===== config.mk =====
export PLATFORM = sky130hd
export DESIGN_NAME = sar_search_4bit
export DESIGN_NICKNAME = d
export VERILOG_FILES = /design/src/rtl/sar_search_4bit.sv
export SDC_FILE = /design/constraint.sdc
export NUM_CORES = 1
export LEC_CHECK = 0
export CORE_MARGIN = 8
export CORE_UTILIZATION = 55
export CTS_CLUSTER_SIZE = 30
export DETAILED_ROUTE_END_ITERATION = 8
export HOLD_SLACK_MARGIN = 0.05
export PLACE_DENSITY = 0.8
export SLEW_MARGIN = 0
export SYNTH_ARGS = -nofsm -noshare
export SYNTH_HDL_FRONTEND = slang
export SYNTH_SLANG_ARGS = --single-unit

===== constraint.sdc =====
create_clock -name clk -period 6.7 [get_ports clk]
set_clock_uncertainty 0.1 [all_clocks]
set_input_delay 1.34 -clock clk [delete_from_list [all_inputs] [get_ports clk]]
set_output_delay 1.34 -clock clk [all_outputs]
set_load 0.05 [all_outputs]

===== src/rtl/sar_search_4bit.sv =====
// Successive-approximation search controller: drives the comparator B operand and bisects on its flags.
// Optional macro SAR_SEARCH_ERR_EN: a non-one-hot flag set aborts the search and raises err.
module sar_search_4bit #(
   parameter int W = 4
) (
   input  logic         clk,
   input  logic         rst,
   input  logic         start,
   input  logic         AeqB,
   input  logic         AgtB,
   input  logic         AltB,
   output logic [W-1:0] probe,
   output logic         busy,
   output logic         done,
   output logic [W-1:0] result,
   output logic         found,
   output logic         err
);

   typedef enum logic [1:0] {IDLE, PROBE, DONE} stateT;

   stateT        state, stateNext;
   logic [W-1:0] lo, hi;
   logic [W-1:0] loNext, hiNext, probeNext, resultNext;
   logic         foundNext;
   logic         isEq, isGt, isBad;

   // Sum is one bit wider than the operands; the shift drops the LSB and keeps W bits.
   function automatic logic [W-1:0] midpoint(input logic [W:0] sum);
      return sum[W:1];
   endfunction

`ifdef SAR_SEARCH_ERR_EN
   logic errNext;

   always_comb begin
      isBad = !$onehot({AeqB, AgtB, AltB});
      isEq  = AeqB;
      isGt  = AgtB;
   end
`else
   logic unusedAltB;

   // AltB is implied by the fall-through, so all-zero flags also narrow downwards.
   assign unusedAltB = AltB;
   assign isBad      = 1'b0;
   assign isEq       = AeqB;
   assign isGt       = !AeqB && AgtB;
   assign err        = 1'b0;
`endif

   assign busy = (state == PROBE);
   assign done = (state == DONE);

   always_comb begin
      stateNext  = state;
      loNext     = lo;
      hiNext     = hi;
      probeNext  = probe;
      resultNext = result;
      foundNext  = found;
`ifdef SAR_SEARCH_ERR_EN
      errNext    = err;
`endif
      unique case (state)
         IDLE: begin
            if (start) begin
               stateNext = PROBE;
               loNext    = '0;
               hiNext    = '1;
               probeNext = {1'b0, {(W-1){1'b1}}};
               foundNext = 1'b0;
`ifdef SAR_SEARCH_ERR_EN
               errNext   = 1'b0;
`endif
            end
         end
         PROBE: begin
            if (isBad) begin
               resultNext = probe;
               foundNext  = 1'b0;
               stateNext  = DONE;
`ifdef SAR_SEARCH_ERR_EN
               errNext    = 1'b1;
`endif
            end else if (isEq) begin
               resultNext = probe;
               foundNext  = 1'b1;
               stateNext  = DONE;
            end else if (isGt) begin
               // probe==hi means the interval is exhausted; stepping lo past it would wrap.
               if (probe == hi) begin
                  resultNext = probe;
                  foundNext  = 1'b0;
                  stateNext  = DONE;
               end else begin
                  loNext    = probe + W'(1);
                  probeNext = midpoint({1'b0, probe} + {1'b0, hi} + (W+1)'(1));
               end
            end else begin
               if (probe == lo) begin
                  resultNext = probe;
                  foundNext  = 1'b0;
                  stateNext  = DONE;
               end else begin
                  hiNext    = probe - W'(1);
                  probeNext = midpoint({1'b0, lo} + {1'b0, probe} - (W+1)'(1));
               end
            end
         end
         DONE:    stateNext = IDLE;
         default: stateNext = IDLE;
      endcase
   end

   always_ff @(posedge clk) begin
      if (rst) begin
         state  <= IDLE;
         lo     <= '0;
         hi     <= '1;
         probe  <= '0;
         result <= '0;
         found  <= 1'b0;
      end else begin
         state  <= stateNext;
         lo     <= loNext;
         hi     <= hiNext;
         probe  <= probeNext;
         result <= resultNext;
         found  <= foundNext;
      end
   end

`ifdef SAR_SEARCH_ERR_EN
   always_ff @(posedge clk) begin
      if (rst) err <= 1'b0;
      else     err <= errNext;
   end
`endif

endmodule


# Word-level counts from Yosys, hierarchy flattened
# Cells that the tools add are included.
[op_classes] add_sub_neg=6 n_eq_ne=15 muxes=32 reduce_logical=11
[ops] cell="2-to-1 mux 4 bit" n=17
[ops] cell="case mux 4 bit (2 select lines)" n=3
[ops] cell="AND reduction 5 bit" n=3
[ops] cell="adder 4 x 4 -> 5 bit" n=2
[ops] cell="2-to-1 mux 2 bit" n=5
[ops] cell="!= test 2 bit, second input constant" n=5
[ops] cell="equality test 4 bit" n=2
[ops] cell="!= test 3 bit, second input constant" n=2
[ops] cell="AND reduction 3 bit" n=2
[ops] cell="adder 5 x 1 -> 5 bit, second input constant" n=1
[ops] cell="2-to-1 mux 1 bit" n=5
[ops] cell="subtractor 5 x 1 -> 5 bit, second input constant" n=1
[ops] cell="adder 4 x 1 -> 4 bit, second input constant" n=1
[ops] cell="!= test 4 x 2 -> 1 bit, second input constant" n=1
[ops] cell="!= test 4 x 3 -> 1 bit, second input constant" n=1
[ops] cell="case mux 2 bit (2 select lines)" n=1
[ops] cell="AND reduction 4 bit" n=1
[ops] cell="subtractor 4 x 1 -> 4 bit, second input constant" n=1
[ops] cell="!= test 3 x 2 -> 1 bit, second input constant" n=1
[ops] cell="nonzero test 3 bit" n=1
[ops] cell="equality test 2 x 1 -> 1 bit, second input constant" n=1
[ops] cell="equality test 2 bit, second input constant" n=1
[ops] cell="logical NOT 2 bit" n=1
[ops] cell="!= test 2 x 1 -> 1 bit, second input constant" n=1
[ops] cell="other kinds (4)" n=4
[word_totals] reg_bits=19 in_bits=6

# Logic depth before layout (Yosys ltp)
# Gate-level depths: netlist of the first run.
[logic_depth] ltp_word=6 mapped_depth=10 mapped_depth_nobuf=9

# Least setup slack after synthesis of the first run
# OpenSTA, ideal clock, no wires.
[synth_timing] path_kind="register to register" start="register probe[2]" end="register probe[3]" t_arrival_ns=2.436 slack_ns=4.094 path_stages_with_launch=11 path_buffers=1 period_less_slack_ns=2.606 cell_sequence="dfxtp_1 -> clkbuf_1 -> inv_1 -> ha_1 -> inv_1 -> ha_1 -> a21o_1 -> a21oi_1 -> xor2_1 -> a211o_1 -> a21oi_1"
[synth_between] elab_chain_cells=6 elab_cells_between_ends=14 classes_between="4 x add/sub; 4 x eq/ne; 5 x mux; 1 x reduce/logical"
[synth_lines] item="start: declaration" line="12" rtl="output logic [W-1:0] probe,"
[synth_lines] item="start signal: assignment" line="128" rtl="probe <= probeNext;"
[synth_lines] item="adder 4 x 4 -> 5 bit, on equally long branches" line="107, 98"
[synth_lines] item="subtractor 5 x 1 -> 5 bit / adder 5 x 1 -> 5 bit (equally long branches)" line="107, 98"
[synth_lines] item="2-to-1 mux 4 bit, on equally long branches" line="101, 92"
[synth_lines] item="2-to-1 mux 4 bit" line="90" rtl="end else if (isGt) begin"
[synth_lines] item="2-to-1 mux 4 bit" line="86" rtl="end else if (isEq) begin"
[synth_lines] item="case mux 4 bit (2 select lines)" line="65" rtl="unique case (state)"
# Several ways; a longest one is shown, not always the timed one. The select of a mux whose other input is x is not followed.
# A chain may end at the register's enable or synchronous reset.

# Final worst setup path of the first run
[layout_timing] start="register state[1]" end="output busy"
[layout_between] elab_chain_cells=1
[layout_lines] item="start: declaration" line="22" rtl="stateT state, stateNext;"
[layout_lines] item="start signal: assignment" line="125" rtl="state <= stateNext;"
[layout_lines] item="equality test 2 x 1 -> 1 bit" line="52" rtl="assign busy = (state == PROBE);"
[layout_lines] item="end: declaration" line="13" rtl="output logic busy,"
# Every way passes these cells.

==> impl_results.md, run 1 <==
* Hold Path Class: flop to flop
* Area Overhead vs Synth at 14.63%
* First-pass GRT wire length at 4519 um
* Fraction of layout cells with a size suffix above 1 at 8.917%
* Unrepaired setup endpoints after global routing: false
* Post-Syn Area at 1282 sq um
* Critical R2R Launch: probe[1]$_SDFFE_PP0P_
* Nature of the critical path startpoint: flop
* Routability Congestion at 0.8536
* Endpoints failing setup at 0
* Post-route cell area at 1470 sq um
* Clk Latency, worst-skew pair at 0.30 ns
* Clock share of power at 19.3%
* Critical path origin: state[1]$_SDFFE_PP0P_
* Post-CTS Setup Bufs at 0
* Synth top area share at 29.66%
* Tightest Pin Transition at 0.6675 ns
* Min-Delay Path Depth at 2
* Number of synthesized flops with an enable pin at 0
* WL/cell at 14.59 um
* Seq pwr share at 42.8%
* Internal at 187.4 uW
* DRC viols at 0
* CTS tree: built
* Async SR Flop Fraction at 0%
* Required time of the critical path at 5.26 ns
* Top cells by area, synth: dfxtp_1 30%, ha_1 13%, inv_1 5.6%
* Clock Path Buffers at 2
* Period utilisation layout at 52.09%
* CP Capture Type: primary output
* IO Port Bufs at 15
* Nets at 179
* M2 GR Usage at 22.86%
* Max_cap viols at 0
* Rel. slew slack at 55.36%
* Hold buffers post-CTS at 0
* Initial antenna violation count at 0
* Die height at 64.29 um
* Setup Total Neg Slack at 0 ns
* Flops & latches, synth at 19
* Worst-path clk slew at 0.10 ns
* Switching part of the total power at 36.97%
* DR vias/cell at 5.427
* Final Total Pwr at 297.3 uW
* CP Class: flop to primary output
* Detail Placement HPWL at 2126 um
* Final core occ at 66.46%
* Minimum clock period at 3.490 ns
* Outcome: completed
* CTS H-tree lvls at 1
* Post-synth top cells: 19 x dfxtp_1, 19 x inv_1, 13 x ha_1
* Vias in the first global route at 984
* Sink Count at 19
* Final Hold Fails at 0
* Diodes inserted at 0
* # resized after CTS at 0
* Clk Tree Root Cell: clkbuf_4
* Pleak at 0.0006112 uW
* Final Max Slew Viols at 0
* P_sw at 109.9 uW
* CTS Buf Count at 3
* Chip Width at 64.29 um
* Met3 Use GR at 2.787%
* Critical path fanouts, max at 10
* Area after DPL at 1444 sq um
* Busiest grt layer: met2
* Iteration-0 DRC Markers at 26
* Dominant synthesized flop cell: dfxtp_1
* Cells after Synth at 143
* Largest net degree at the start of global routing at 20
* # IOs at 18
* P per Cell Area at 202.2 nW/um^2
* Yosys warns at 0
* Gr usage total at 13.26%
* TritonRoute pass-1 iters at 4
* Logic pwr share at 37.8%
* Die area at 4133 sq um
* Critical Path AT at 2.05 ns
* Syn_nets at 164
* Hold_sp: lo[2]$_SDFFE_PP0P_
* Cell taking the most area after synthesis: dfxtp_1
* Grt total ovfl at 0
* Hold WS at 0.3727 ns
* Achievable clock frequency at 0.2865 GHz
* GR Util met1 at 16.28%
* Vias at 1004
* Avg Cell Area, Syn at 8.968 sq um
* Initial core utilization at 57.98%
* Seq/Total Area, Yosys at 29.66%
* Routed Antenna Nets at 0
* Worst R2R Setup Slack at 4.19 ns
* Routed wire length at 2700 um
* Peak VDD IR at 0.0001413 V
* Core ar. at 2212 sq um
* Reg2Reg Depth at 9
* Unique masters post-synth at 42
* Row cnt at 17
==> per-stage QoR <==
step	setup WS, ns	std cells
3_3_place_gp	3.534	181
5_1_grt	3.124	185
2_1_floorplan	4.094	143
3_5_place_dp	3.521	181
6_report	3.210	185
4_1_cts	3.207	185
==> worst paths after layout <==
kind	end
worst min register to register	lo[2]$_SDFFE_PP0P_
worst max register to register	probe[1]$_SDFFE_PP0P_
worst min-delay path	lo[2]$_SDFFE_PP0P_
worst max-delay path	busy
==> state kept, by name (all words and copies together) (netlist names) <==
register	count
probe	4
found	1
result	4
hi	4
state	2
lo	4
==> metal layers <==
layer | vias up | wire (um) | part of all wire [%]
li1 | 510 | - | -
met1 | 472 | 1231 | 46
met2 | 18 | 1347 | 50
met3 | 4 | 95 | 3.5
met4 | 0 | 26 | 0.96
met5 | - | 0 | 0
==> power groups by stage <==
stage | sequential [uW] | combinational (uW) | clock, uW
after floorplan | 138 | 74.7 | 0
after detailed placement | 130 | 112 | 0
after CTS | 128 | 113 | 60.0
final | 127 | 112 | 57.5
after global placement | 130 | 109 | 0
after global routing | 129 | 122 | 65.5
==> cells by family (layout without fill, tap and decap cells) <==
kind of cell             after synthesis  after routing  synth area share [%]
AND/OR/NAND/NOR                       47             47                 22.24
buffers and inverters                 25             39                 7.903
AO/OA/AOI/OAI                         22             22                 13.66
flip-flops                            19             19                 29.66
adder cells (fa/ha/maj)               15             15                 15.81
multiplexers                           8              8                 6.342
XOR/XNOR                               6              6                 4.098
other                                  1              1                0.2924
==> critical path: stages (launching register included) <==
cell,delay (ns)
dfxtp_1,0.33
nand2b_1,0.35
inv_4,0.24
clkdlybuf4s50_1,0.83
==> cell usage in the layout (no fill, tap or decap), types with 2 or more instances in the layout <==
master,instances
nand2b_1,8
o21bai_1,2
a21oi_1,8
a311oi_1,2
nor2_1,11
nand2_1,4
xnor2_1,3
clkbuf_4,3
fa_1,2
dfxtp_1,19
xor2_1,3
ha_1,13
mux2i_1,7
nor2b_1,5
nor3_1,4
inv_1,19
nor4_1,2
clkdlybuf4s50_1,15
nand3_1,5
==> area by class of cell <==
type                    instances  area [sq um]
inverters                      20         77.57
clock buffers                   4         26.28
repair buffers                 15         150.1
multi-input cells              99         800.8
well taps                      28         35.03
flip-flops and latches         19         380.4
fillers                       192         742.0
Power figures use the tool's default switching activity.
==> run 2, diff against run 1 <==
Settings changed: CORE_UTILIZATION 55 to 48, PLACE_DENSITY 0.8 to 0.74.
Clock period 6.7 ns to 3.11 ns, I/O delays scaled along.
==> run 2 against run 1 <==
Compared with the run above: cell area grew 0.68%; clock power grew 130%; die area grew 11%; flip-flop and latch count is the same; register-to-register slack lost 3.5 ns; largest power group unchanged; via count grew 0.60%.
==> impl_results.md, run 2 (synthesized netlist as in run 1, its figures left out) <==
* Outcome: completed
* Fraction of layout cells with a size suffix above 1 at 9.494%
* WL/cell at 15.14 um
* CTS Buf Count at 3
* P_sw at 243.7 uW
* First-pass GRT wire length at 4919 um
* Internal at 405.3 uW
* # resized after CTS at 0
* Period utilisation layout at 90.34%
* Nets at 180
* Initial core utilization at 51.30%
* Vias in the first global route at 1020
* Peak VDD IR at 0.0002814 V
* Pleak at 0.0006162 uW
* Endpoints failing setup at 0
* Achievable clock frequency at 0.3559 GHz
* Tightest Pin Transition at 0.6945 ns
* Buf/Inv on CP at 2
* DRC viols at 0
* Core ar. at 2500 sq um
* Routed wire length at 2846 um
* Final core occ at 59.21%
* Clock Path Buffers at 2
* Final Max Slew Viols at 0
* Critical path fanouts, max at 10
* TritonRoute pass-1 iters at 4
* Die area at 4582 sq um
* Crit path largest cell delay at 0.85 ns
* Slowest cell on crit path: clkdlybuf4s50_1
* Family with the most delay on the worst path: buffers and inverters
* Clk Tree Root Cell: clkbuf_4
* Clk Latency, worst-skew pair at 0.31 ns
* Final Hold Fails at 0
* CP Cell Sequence: nand2b_1, inv_4, clkdlybuf4s50_1
* CTS tree: built
* M2 GR Usage at 22.84%
* CP Capture Type: primary output
* Busiest grt layer: met2
* Row cnt at 18
* Die height at 67.69 um
* Diodes inserted at 0
* Most frequent cells in the layout: 19 x inv_1, 19 x dfxtp_1, 15 x clkdlybuf4s50_1
* DR vias/cell at 5.372
* Logic pwr share at 38.3%
* GR Util met1 at 17.41%
* Nature of the critical path startpoint: flop
* Setup Total Neg Slack at 0 ns
* Rel. slew slack at 53.56%
* Vias at 1010
* # IOs at 18
* CP Class: flop to primary output
* Minimum clock period at 2.810 ns
* IO Port Bufs at 15
* Iteration-0 DRC Markers at 23
* CTS H-tree lvls at 1
* Unrepaired setup endpoints after global routing: false
* Worst-path clk slew at 0.11 ns
* Gr usage total at 14.20%
* Chip Width at 67.69 um
* Routed Antenna Nets at 0
* Hold Path Class: flop to flop
* Routability Congestion at 0.8396
* Max_cap viols at 0
* Switching part of the total power at 37.55%
* Area Overhead vs Synth at 15.41%
* Clock share of power at 20.0%
* Largest net degree at the start of global routing at 20
* Seq pwr share at 41.7%
* P per Cell Area at 438.4 nW/um^2
* Required time of the critical path at 2.39 ns
* Grt total ovfl at 0
* Initial antenna violation count at 0
* Detail Placement HPWL at 2197 um
* Hold buffers post-CTS at 0
* Met3 Use GR at 3.146%
* Post-CTS Setup Bufs at 0
* Critical Path AT at 2.09 ns
* Sink Count at 19
run 2: changes by cell type in the layout (fill, tap and decap cells not counted), sizes merged:
| cell | change |
|---|---|
| buf | +1 |
run 2: power by group through the flow:
stage / Clock, uW / Sequential (uW) / Combinational, uW
floorplan: 0 / 298 / 161
global placement: 0 / 275 / 242
detailed placement: 0 / 276 / 248
CTS: 133 / 270 / 250
global route: 138 / 272 / 275
finish: 130 / 271 / 249
run 2: metrics by stage:
step                hold WS [ns]  total power, uW  cells  setup slack (ns)  area, sq um
floorplan                 0.3461            459.3    143            0.5036         1282
global placement          0.3592            517.0    184            0.6718         1454
detailed placement        0.3707            523.8    184            0.6457         1454
CTS                       0.3857            652.7    188            0.2876         1480
global route              0.4095            684.7    188            0.2079         1480
finish                    0.3867            648.9    188            0.3005         1480
run 2: worst paths after layout:
path	start	end	slack (ns)	cells past startpoint
max	state[1]$_SDFFE_PP0P_	busy	0.30	3
min	lo[2]$_SDFFE_PP0P_	lo[2]$_SDFFE_PP0P_	0.39	2
max reg2reg	probe[1]$_SDFFE_PP0P_	probe[1]$_SDFFE_PP0P_	0.65	9
min reg2reg	lo[2]$_SDFFE_PP0P_	lo[2]$_SDFFE_PP0P_	0.39	2
run 2: layout make-up:
class	count	area (sq um)
inverters	20	77.57
multi-input cells	99	800.8
well taps	30	37.54
fillers	227	1020
flip-flops and latches	19	380.4
repair buffers	16	157.7
clock buffers	4	26.28
run 2: routing by layer:
| layer | wire length (um) | part of all wire [%] |
|---|---|---|
| met4 | 62 | 2.2 |
| met5 | 0 | 0 |
| met1 | 1272 | 45 |
| met2 | 1383 | 49 |
| met3 | 128 | 4.5 |
run 2: worst register-to-register path: stages (launching register included):
cell and delay (ns):
dfxtp_1 0.53, inv_1 0.18, ha_1 0.34, inv_1 0.06, ha_1 0.17, inv_1 0.06
fa_1 0.50, nor2_1 0.06, a311oi_1 0.25, a311oi_1 0.08
==> run 3, diff against run 2 <==
Settings changed: CORE_MARGIN 8 to unset.
==> run 3 against run 2 <==
Compared with the run above: fmax grew 0.64%; critical path depth stayed put; sequential share of layout area unchanged; global-route usage is 8.6 points higher; critical endpoint unchanged; cell area stayed put; first-iteration DRC count decreased by 35%; flip-flop and latch count is the same; worst setup slack better by 0.018 ns; register-to-register slack got worse by 0.07 ns; utilization is the same; non-clock buffer count unchanged.
==> impl_results.md, run 3 (synthesized netlist as in run 1, its figures left out) <==
* Buf/Inv on CP at 2
* Final Max Slew Viols at 0
* Footprint of the multi-input gates at 800.8 sq um
* Sink Count at 19
* TritonRoute pass-1 iters at 4
* # IOs at 18
* Period utilisation layout at 89.76%
* Grt total ovfl at 0
* Vias at 1026
* Minimum clock period at 2.792 ns
* CP Cell Sequence: nand2b_1, inv_4, clkdlybuf4s50_1
* Diodes inserted at 0
* Endpoints failing setup at 0
* Worst R2R Setup Slack at 0.58 ns
* First-pass GRT wire length at 4623 um
* Initial antenna violation count at 0
* Setup Total Neg Slack at 0 ns
* Final Hold Fails at 0
* WL/cell at 14.59 um
* Max_cap viols at 0
* IO Port Bufs at 15
* Unrepaired setup endpoints after global routing: false
* CP Class: flop to primary output
* Final core occ at 59.21%
* Achievable clock frequency at 0.3582 GHz
* Gr usage total at 22.82%
* Row cnt at 18
* M2 GR Usage at 39.71%
* Detail Placement HPWL at 2045 um
* Critical path fanouts, max at 10
* Initial core utilization at 51.30%
* Pleak at 0.0006162 uW
* Area Overhead vs Synth at 15.41%
* # resized after CTS at 0
* Core ar. at 2500 sq um
* Post-CTS Setup Bufs at 0
* GR Util met1 at 28.28%
* Slowest cell on crit path: clkdlybuf4s50_1
* Hold Path Class: flop to flop
* Storage element area at 380.4 sq um
* Busiest grt layer: met2
* Worst-path clk slew at 0.11 ns
* Fraction of layout cells with a size suffix above 1 at 9.494%
* Iteration-0 DRC Markers at 15
* Hold buffers post-CTS at 0
* CTS tree: built
* Routed Antenna Nets at 0
* Peak VDD IR at 0.0002635 V
* Clk Tree Root Cell: clkbuf_4
* Clock Path Buffers at 2
* Die height at 53.69 um
* Rel. slew slack at 54.87%
* Clk Latency, worst-skew pair at 0.30 ns
* P per Cell Area at 438.2 nW/um^2
* CP Capture Type: primary output
* Routed wire length at 2742 um
* Layout fillers at 238
* Routability Congestion at 0.8460
* Required time of the critical path at 2.39 ns
* Die area at 2883 sq um
* Met3 Use GR at 3.390%
* Chip Width at 53.69 um
* CTS H-tree lvls at 1
* DRC viols at 0
* Critical Path AT at 2.07 ns
* Largest net degree at the start of global routing at 20
* Crit path largest cell delay at 0.83 ns
* CTS Buf Count at 3
* Nature of the critical path startpoint: flop
* Tightest Pin Transition at 0.6748 ns
* DR vias/cell at 5.457
* Outcome: completed
* Vias in the first global route at 1023
* Most frequent cells in the layout: 19 x inv_1, 19 x dfxtp_1, 15 x clkdlybuf4s50_1
* Family with the most delay on the worst path: buffers and inverters
* Nets at 180
==> run 3: metal layers <==
layer | up-vias | share of wire (%)
li1 | 505 | -
met4 | 0 | 1.5
met5 | - | 0
met1 | 498 | 47
met3 | 5 | 2.6
met2 | 18 | 49
==> run 3: per-stage QoR <==
step | cells | worst slack (ns) | power [uW] | instance area [sq um] | hold WS, ns
finish | 188 | 0.3184 | 648.6 | 1480 | 0.3760
global route | 188 | 0.2732 | 683.8 | 1480 | 0.4183
CTS | 188 | 0.3213 | 651.0 | 1480 | 0.3755
detailed placement | 184 | 0.6498 | 524.2 | 1454 | 0.3593
global placement | 184 | 0.6685 | 516.2 | 1454 | 0.3587
floorplan | 143 | 0.5036 | 459.3 | 1282 | 0.3461
==> run 3: final cells by class <==
class                   count  share of cell area [%]
flip-flops and latches     19                   25.70
repair buffers             16                   10.65
well taps                  30                   2.536
inverters                  20                   5.241
clock buffers               4                   1.775
multi-input cells          99                   54.10
==> run 3: worst paths after layout <==
check / start / to / depth (start not counted)
worst max-delay path: state[1]$_SDFFE_PP0P_ / busy / 3
worst max register to register: probe[1]$_SDFFE_PP0P_ / probe[1]$_SDFFE_PP0P_ / 9
worst min-delay path: lo[3]$_SDFFE_PP0P_ / lo[3]$_SDFFE_PP0P_ / 2
worst min register to register: lo[3]$_SDFFE_PP0P_ / lo[3]$_SDFFE_PP0P_ / 2
==> run 3: worst min-delay path: cells and delay by family (launching register included) <==
kind	cells	cell delay, ns
simple gates	1	0.06
compound gates	1	0.05
flops	1	0.32
==> run 3: where the power goes <==
group / switching (uW) / internal (uW) / total, uW
logic: 151 / 99.6 / 250
clock network: 77.9 / 50.1 / 128
registers: 14.2 / 256 / 270
